[config.mk]
export PLATFORM = sky130hd
export DESIGN_NAME = qiangda_input_cond
export DESIGN_NICKNAME = d
export VERILOG_FILES = /design/src/rtl/qiangda_pkg.sv /design/src/rtl/qiangda_debounce_ch.sv /design/src/rtl/qiangda_input_cond.sv
export SDC_FILE = /design/constraint.sdc
export NUM_CORES = 1
export LEC_CHECK = 0
export ABC_AREA = 1
export CAP_MARGIN = 20
export CORE_ASPECT_RATIO = 1.1
export CORE_MARGIN = 2
export CORE_UTILIZATION = 55
export CTS_BUF_LIST = sky130_fd_sc_hd__clkbuf_8
export CTS_CLUSTER_SIZE = 28
export DETAILED_ROUTE_END_ITERATION = 7
export DONT_BUFFER_PORTS = 1
export HOLD_SLACK_MARGIN = 0.1
export PLACE_DENSITY = 0.78
export RECOVER_POWER = 25
export SLEW_MARGIN = 20
export SYNTH_ARGS = -nofsm -noshare
export SYNTH_HDL_FRONTEND = slang
export SYNTH_SLANG_ARGS = --single-unit
[constraint.sdc]
create_clock -name clk100khz -period 2.7 [get_ports clk100khz]
set_clock_uncertainty 0.1 [all_clocks]
set_input_delay 0.27 -clock clk100khz [delete_from_list [all_inputs] [get_ports clk100khz]]
set_output_delay 0.27 -clock clk100khz [all_outputs]
set_load 0.02 [all_outputs]
[src/rtl/qiangda_pkg.sv]
// qiangda_pkg: shared constants for the quiz-buzzer input conditioning stage
package qiangda_pkg;
    localparam int CLK_HZ     = 100000;
    localparam int DEB_MS     = 20;
    localparam int DEB_CYCLES = CLK_HZ / 1000 * DEB_MS;
    localparam int DIV_HALF   = 50000;
    localparam int NUM_KEYS   = 4;
    localparam int KEY1       = 0;
    localparam int KEY2       = 1;
    localparam int KEY3       = 2;
    localparam int KEY4       = 3;
endpackage

[src/rtl/qiangda_debounce_ch.sv]
// qiangda_debounce_ch: two-flop synchroniser, stability-count debounce and falling-edge pulse for one active-low button
module qiangda_debounce_ch #(
    parameter int DEB_CYCLES = qiangda_pkg::DEB_CYCLES
) (
    input  logic clk100khz,
    input  logic reset,
    input  logic raw_n,
    output logic db_n,
    output logic fall_pulse
);
    localparam int CW = $clog2(DEB_CYCLES);
    logic s1_q, s2_q, db_q, db_d, pulse_q, pulse_d, accept;
    logic [CW-1:0] cnt_q, cnt_d;
    always_comb begin
        accept  = s2_q != db_q && cnt_q == CW'(DEB_CYCLES - 1);
        cnt_d   = s2_q == db_q || accept ? '0 : cnt_q + 1'b1;
        db_d    = accept ? s2_q : db_q;
        pulse_d = accept && db_q;
    end
    always_ff @(posedge clk100khz) begin
        if (reset) begin
            s1_q    <= 1'b1;
            s2_q    <= 1'b1;
            db_q    <= 1'b1;
            pulse_q <= 1'b0;
            cnt_q   <= '0;
        end else begin
            s1_q    <= raw_n;
            s2_q    <= s1_q;
            db_q    <= db_d;
            pulse_q <= pulse_d;
            cnt_q   <= cnt_d;
        end
    end
    assign db_n       = db_q;
    assign fall_pulse = pulse_q;
endmodule

[src/rtl/qiangda_input_cond.sv]
// qiangda_input_cond: debounced buttons, press pulses and a 1 Hz clock/tick for the quiz-buzzer controller
module qiangda_input_cond
    import qiangda_pkg::*;
#(
    parameter int DEB_CYCLES = qiangda_pkg::DEB_CYCLES,
    parameter int DIV_HALF   = qiangda_pkg::DIV_HALF
) (
    input  logic                clk100khz,
    input  logic                reset,
    input  logic [NUM_KEYS-1:0] key_n_raw,
    input  logic                clr_n_raw,
    input  logic                div_sync,
    output logic [NUM_KEYS-1:0] key_n_db,
    output logic [NUM_KEYS-1:0] key_press,
    output logic                clr_n_db,
    output logic                clk1hz,
    output logic                tick1hz
);
    localparam int DW = DIV_HALF > 1 ? $clog2(DIV_HALF) : 1;
    for (genvar k = 0; k < NUM_KEYS; k++) begin : g_key
        qiangda_debounce_ch #(.DEB_CYCLES(DEB_CYCLES)) u_key (
            .clk100khz (clk100khz),
            .reset     (reset),
            .raw_n     (key_n_raw[k]),
            .db_n      (key_n_db[k]),
            .fall_pulse(key_press[k])
        );
    end
    qiangda_debounce_ch #(.DEB_CYCLES(DEB_CYCLES)) u_clr (
        .clk100khz (clk100khz),
        .reset     (reset),
        .raw_n     (clr_n_raw),
        .db_n      (clr_n_db),
        .fall_pulse()
    );
    logic [DW-1:0] div_q, div_d;
    logic clk1hz_q, clk1hz_d, tick_q, tick_d, wrap;
    always_comb begin
        wrap     = div_q == DW'(DIV_HALF - 1);
        div_d    = div_sync || wrap ? '0 : div_q + 1'b1;
        clk1hz_d = div_sync ? 1'b0 : clk1hz_q ^ wrap;
        tick_d   = !div_sync && wrap && !clk1hz_q;
    end
    always_ff @(posedge clk100khz) begin
        if (reset) begin
            div_q    <= '0;
            clk1hz_q <= 1'b0;
            tick_q   <= 1'b0;
        end else begin
            div_q    <= div_d;
            clk1hz_q <= clk1hz_d;
            tick_q   <= tick_d;
        end
    end
    assign clk1hz  = clk1hz_q;
    assign tick1hz = tick_q;
endmodule

== Yosys cells after proc, flatten, opt, wreduce, memory -nomap -nowiden ==
Cells that the tools add are included.

* RAM bits: 0
* Word-level logic and storage cells: 76
* Bits in registers: 92
* Memory bits (read-only): 0
* Memories kept: 0
* Latch bits: 0
* Input bits: 8

* Div/mod/pow operators: 0
* Bitwise gates (word level): 1
* Order comparisons: 0
* $add $sub $neg: 6
* Reductions and logical operators: 26
* Multiply operators: 0
* Equal/unequal tests: 16
* Shifts and indexed selects: 0
* Multiplexer cells: 0

{| class="wikitable"
|+ Operator list
! operator !! number
|-
| adder 11 x 1 -> 11 bit (second input constant) || 5
|-
| equality test 11 bit (second input constant) || 5
|-
| adder 16 x 1 -> 16 bit (second input constant) || 1
|-
| equality test 16 bit (second input constant) || 1
|-
| OR reduction 2 bit || 7
|-
| logical AND 1 bit || 11
|-
| logical OR 1 bit || 6
|-
| equality test 1 bit || 5
|-
| != test 1 bit || 5
|-
| logical NOT 1 bit || 2
|-
| XOR 1 bit || 1
|}

== Depth between registers and ports, before layout ==
* Word-level depth: 4
* Depth in mapped cells: 9
* Mapped depth without buffers: 9

== Modules after synthesis ==
A second synthesis with hierarchy kept.

* Cell total of the unflattened synthesis: 568
* Area, all modules: 4,454.3 µm²

{| class="wikitable"
|+ By module, submodules not included
! module !! instances !! cells an instance !! area an instance (µm²) !! sequential area each (µm²)
|-
| qiangda_debounce_ch at g_key[0].u_key ... || 4 || 86 || 715.7 || 300.3
|-
| qiangda_input_cond || 1 || 135 || 922.1 || 360.3
|-
| qiangda_debounce_ch at u_clr || 1 || 89 || 669.4 || 300.3
|}

== Worst setup path before layout ==
OpenSTA, ideal clock, no wires.

* Path kind: register to register
* Start: register g_key[1].u_key.cnt_q[0]
* End: register g_key[1].u_key.cnt_q[3]
* Path buffers: 1
* Data required time: 2.478 ns
* Cell stages (with the launch flop): 8
* Arrival: 1.192 ns
* Slack: 1.286 ns
* Path through: dfxtp_1 > ha_1 > nand3_2 > nor2_2 > nand3_2 > nand2_1 > buf_4 > nor3_1

* Longest elaborated chain between the ends: 4

{| class="wikitable"
|+ RTL lines
! what !! line !! RTL
|-
| start, declared || qiangda_debounce_ch.sv:13 || <nowiki>logic [CW-1:0] cnt_q, cnt_d;</nowiki>
|-
| start signal, assigned || qiangda_debounce_ch.sv:32 || <nowiki>cnt_q <= cnt_d;</nowiki>
|-
| branches (longest 4 deep; another with adder 11 x 1 -> 11 bit) || - ||
|}

Parallel ways; which one is timed is not known.
A chain may end at the register's enable or synchronous reset.

== Worst setup path after layout ==
* Start: input reset
* End: register g_key[2].u_key.cnt_q[9]

* Longest elaborated chain between the ends: 1

{| class="wikitable"
|+ RTL lines
! what !! line !! RTL
|-
| start, declared || qiangda_input_cond.sv:9 || <nowiki>input logic reset,</nowiki>
|-
| OR reduction 2 bit (no line) || - ||
|-
| end signal, assigned || qiangda_debounce_ch.sv:32 ||
|-
| end, declared || qiangda_debounce_ch.sv:13 ||
|}

No other way between the ends.

==> results.txt <==
Status -> finished clean
Post-synth top area share -> 45.9%
Hold buffer count at cts -> 6
Met3 wire len -> 260 um
Post-synthesis instance total -> 529
Post-DR vias/cell -> 5.06
WL met2 -> 3.12 mm
Die width -> 85.4 um
DR vias -> 3,141
Pwr Density -> 534 mW/mm^2
Main combinational cell family by area after synthesis -> simple AND/OR/NAND/NOR gates
Cell taking the most area after synthesis -> dfxtp_1
Vias in the first global route -> 2,838
Longest Clk Path Bufs -> 2
Worst r2r src -> u_clr.cnt_q[0]$_SDFF_PP0_
DRT Pass-1 Iters -> 4
# fillers -> 651
Setup bufs post-CTS -> 0
Slowest cell on crit path -> dlygate4sd3_1
Setup crit end kind -> flip-flop
Max cap viols -> 0
Final design instance area without fill -> 0.00423 mm^2
Total global-route track usage -> 17.6%
Critical-path cell list -> dlygate4sd3_1 > inv_2 > o21ai_0 > nor2_1 > nand2_1 > inv_1 > nand2_1 > inv_1
Cell Area, Placed -> 0.00401 mm^2
Num CTS Buffers -> 9
Met1 wire length -> 3.07 mm
Period minus WS final -> 1.79 ns
CTS H-tree lvls -> 3
F_max -> 0.557 GHz
Yosys cell types -> 28
Pint -> 1730 uW
Port Buffers -> 0
Synth warnings -> 0
Initial Utilization -> 56.9%
Post-Syn Area -> 0.00401 mm^2
Routed Antenna Nets -> 0
Crit-path max FO -> 14
Synth Register Bits -> 92
Row Count -> 32
Leakage power figure -> 0.00159 uW
# setup viols final -> 0
Remaining DRCs -> 0
Setup TNS -> 0 ns
Hold Path End -> clk1hz$_SDFF_PP0_
Relative slew slack -> 44.5%
Logic pwr share -> 1.7%
Inserted Diodes -> 0
Reg2Reg Depth -> 6
Synth Area in Compound Gates -> 5.43%
Slew of the pin with the lowest slew margin -> 0.828 ns
R2R Path End -> u_clr.cnt_q[9]$_SDFF_PP0_
Simple-gate area share of the yosys netlist -> 31.8%
Initial drt markers -> 89
Clock sink total -> 92
Routed len/inst -> 10.6 um
Min setup slack post-route -> 0.906 ns
Most frequent cells after synthesis -> nand2_1, dfxtp_1, nor2_1
Later-pin clock latency in the skew report -> 0.36 ns
Routed wire length -> 6.57 mm
CP Launch Type -> primary input
Die Area -> 0.00799 mm^2
Worst hold start -> div_sync
Post-CTS resize count -> 0
Adder-cell share of the synthesized area -> 1.87%
Grt total ovfl -> 0
Hold path depth -> 4
CP bufs+invs -> 4
CTS tree -> yes
Final Total Pwr -> 2260 uW
Area occupied by multi-input gates -> 0.00178 mm^2
Sw power -> 531 uW
First-pass GRT wire length -> 11.4 mm
Worst-path clk slew -> 0.09 ns
Top Layer Used -> met4
Mux contribution to synthesized area -> 0%
P&R area growth vs syn -> 5.49%
Avg Inst Size Synth -> 7.58 um^2
Peak VDD IR -> 0.000366 V
Worst min-delay path class -> primary input to flip-flop
Clock Tree Root -> clkbuf_8
RSZ-0062 raised after global routing -> no
Placeable Area -> 0.00705 mm^2
Antenna violations before repair -> 0
Top post-synthesis cells by area -> dfxtp_1, nand2_1, nor2_1
CP peak stage delay -> 0.85 ns
Final hold violation count -> 0
Placement Setup Slack -> 1.02 ns
Dpl hpwl -> 4.77 mm
Syn Nets -> 543
Cell with the most instances after synthesis -> nand2_1
Register Area -> 0.00184 mm^2
Arrival @ worst endpoint -> 1.97 ns
Final Max Tran Viols -> 0
Switching Fraction -> 23.5%
Routability congestion estimate from global placement -> 0.850
Die height -> 93.6 um
Synth Flop Type -> dfxtp_1
Clk pwr share -> 37.6%
Share of cells above drive strength 1 -> 7.65%
Register area share after synthesis -> 45.9%
Crit path kind -> primary input to flip-flop
Largest net degree at the start of global routing -> 18
Async SR Flop Fraction -> 0%
Final #Nets -> 545
Crit-path leading delay family -> buffers and inverters
Worst path required time -> 2.87 ns
Top Ports -> 19
R2r setup slk -> 0.92 ns
Post-synth EDFFs -> 0
Tcrit/Tclk final -> 66.5%
Synth Area in XOR/XNOR -> 5.68%
Reg power frac -> 60.7%
kinds of logic (layout without fill, tap and decap cells):
logic type,after synthesis,in the layout
compound gates,41,41
xor+xnor,26,26
flops,92,92
fa+ha+maj,6,6
simple gates,280,280
buf+inv,84,91
cells in the final DEF, fill, tap and decap left out, types with 4 or more instances in the layout:
cell type	Yosys	final
dlygate4sd3_1	0	6
ha_1	6	6
nor3_1	15	15
nand3_1	30	31
xor2_1	18	18
xnor2_1	8	8
or2_0	4	4
nor2_1	75	77
a21oi_1	28	28
nand4_1	18	18
nand2_1	107	107
clkbuf_8	0	9
inv_1	68	68
o21ai_0	8	8
or2_2	10	10
nor2_2	7	6
dfxtp_1	92	92
worst register-to-register path: cells and delay by family (launching register included):
family	cells	cell delay, ns
AOI/OAI and AO/OA	1	0.40
adders and majority gates	1	0.19
DFF	1	0.36
and+or+nand+nor	4	0.61
per-stage QoR:
stage               instances  util (%)  hold WS (ns)
CTS                       621      60.3         0.113
global route              621      60.0         0.181
floorplan                 529         -         0.274
finish                    621      60.0         0.122
global placement          599      56.8         0.252
detailed placement        599      56.8         0.254
how the worst max path moves through the flow:
stage / from / cells after the start / to / slack [ns]
after floorplan: g_key[1].u_key.cnt_q[0]$_SDFF_PP0_ / 7 / g_key[1].u_key.cnt_q[3]$_SDFF_PP0_ / 1.29
after global placement: g_key[2].u_key.cnt_q[0]$_SDFF_PP0_ / 8 / g_key[2].u_key.cnt_q[9]$_SDFF_PP0_ / 1.07
after detailed placement: g_key[1].u_key.cnt_q[0]$_SDFF_PP0_ / 6 / g_key[1].u_key.cnt_q[4]$_SDFF_PP0_ / 1.02
after CTS: reset / 8 / g_key[2].u_key.cnt_q[9]$_SDFF_PP0_ / 0.89
after global routing: reset / 8 / g_key[2].u_key.cnt_q[9]$_SDFF_PP0_ / 0.69
final: reset / 8 / g_key[2].u_key.cnt_q[9]$_SDFF_PP0_ / 0.91
state kept, by name, indices dropped and copies added, names as in the netlist:
signal	flops
u_clr.cnt_q	11
g_key.u_key.s1_q	4
clk1hz	1
div_q	16
tick1hz	1
g_key.u_key.s2_q	4
g_key.u_key.fall_pulse	4
u_clr.s2_q	1
u_clr.db_n	1
u_clr.s1_q	1
g_key.u_key.cnt_q	44
g_key.u_key.db_n	4
metal layers:
layer / global-route usage (%) / vias to the layer above
met4: 7.54 / 0
met1: 20.1 / 1423
met2: 31.1 / 42
met3: 4.24 / 11
met5: 0 / -
li1: - / 1665
power by group through the flow:
stage | clock (uW) | combinational (uW) | sequential, uW
6_report | 851 | 38.2 | 1370
5_1_grt | 939 | 43.2 | 1370
4_1_cts | 877 | 38.9 | 1370
3_5_place_dp | 0 | 29.5 | 1400
3_3_place_gp | 0 | 28.3 | 1400
2_1_floorplan | 0 | 28.8 | 1400
layout make-up:
class | instances | area share (%)
clock buffers | 9 | 2.93
clock inverters | 7 | 1.36
inverters | 69 | 6.12
multi-input cells | 353 | 42.1
flip-flops and latches | 92 | 43.5
well taps | 85 | 2.51
repair buffers | 6 | 1.42
Note: power is estimated with default switching activity, not from simulation.
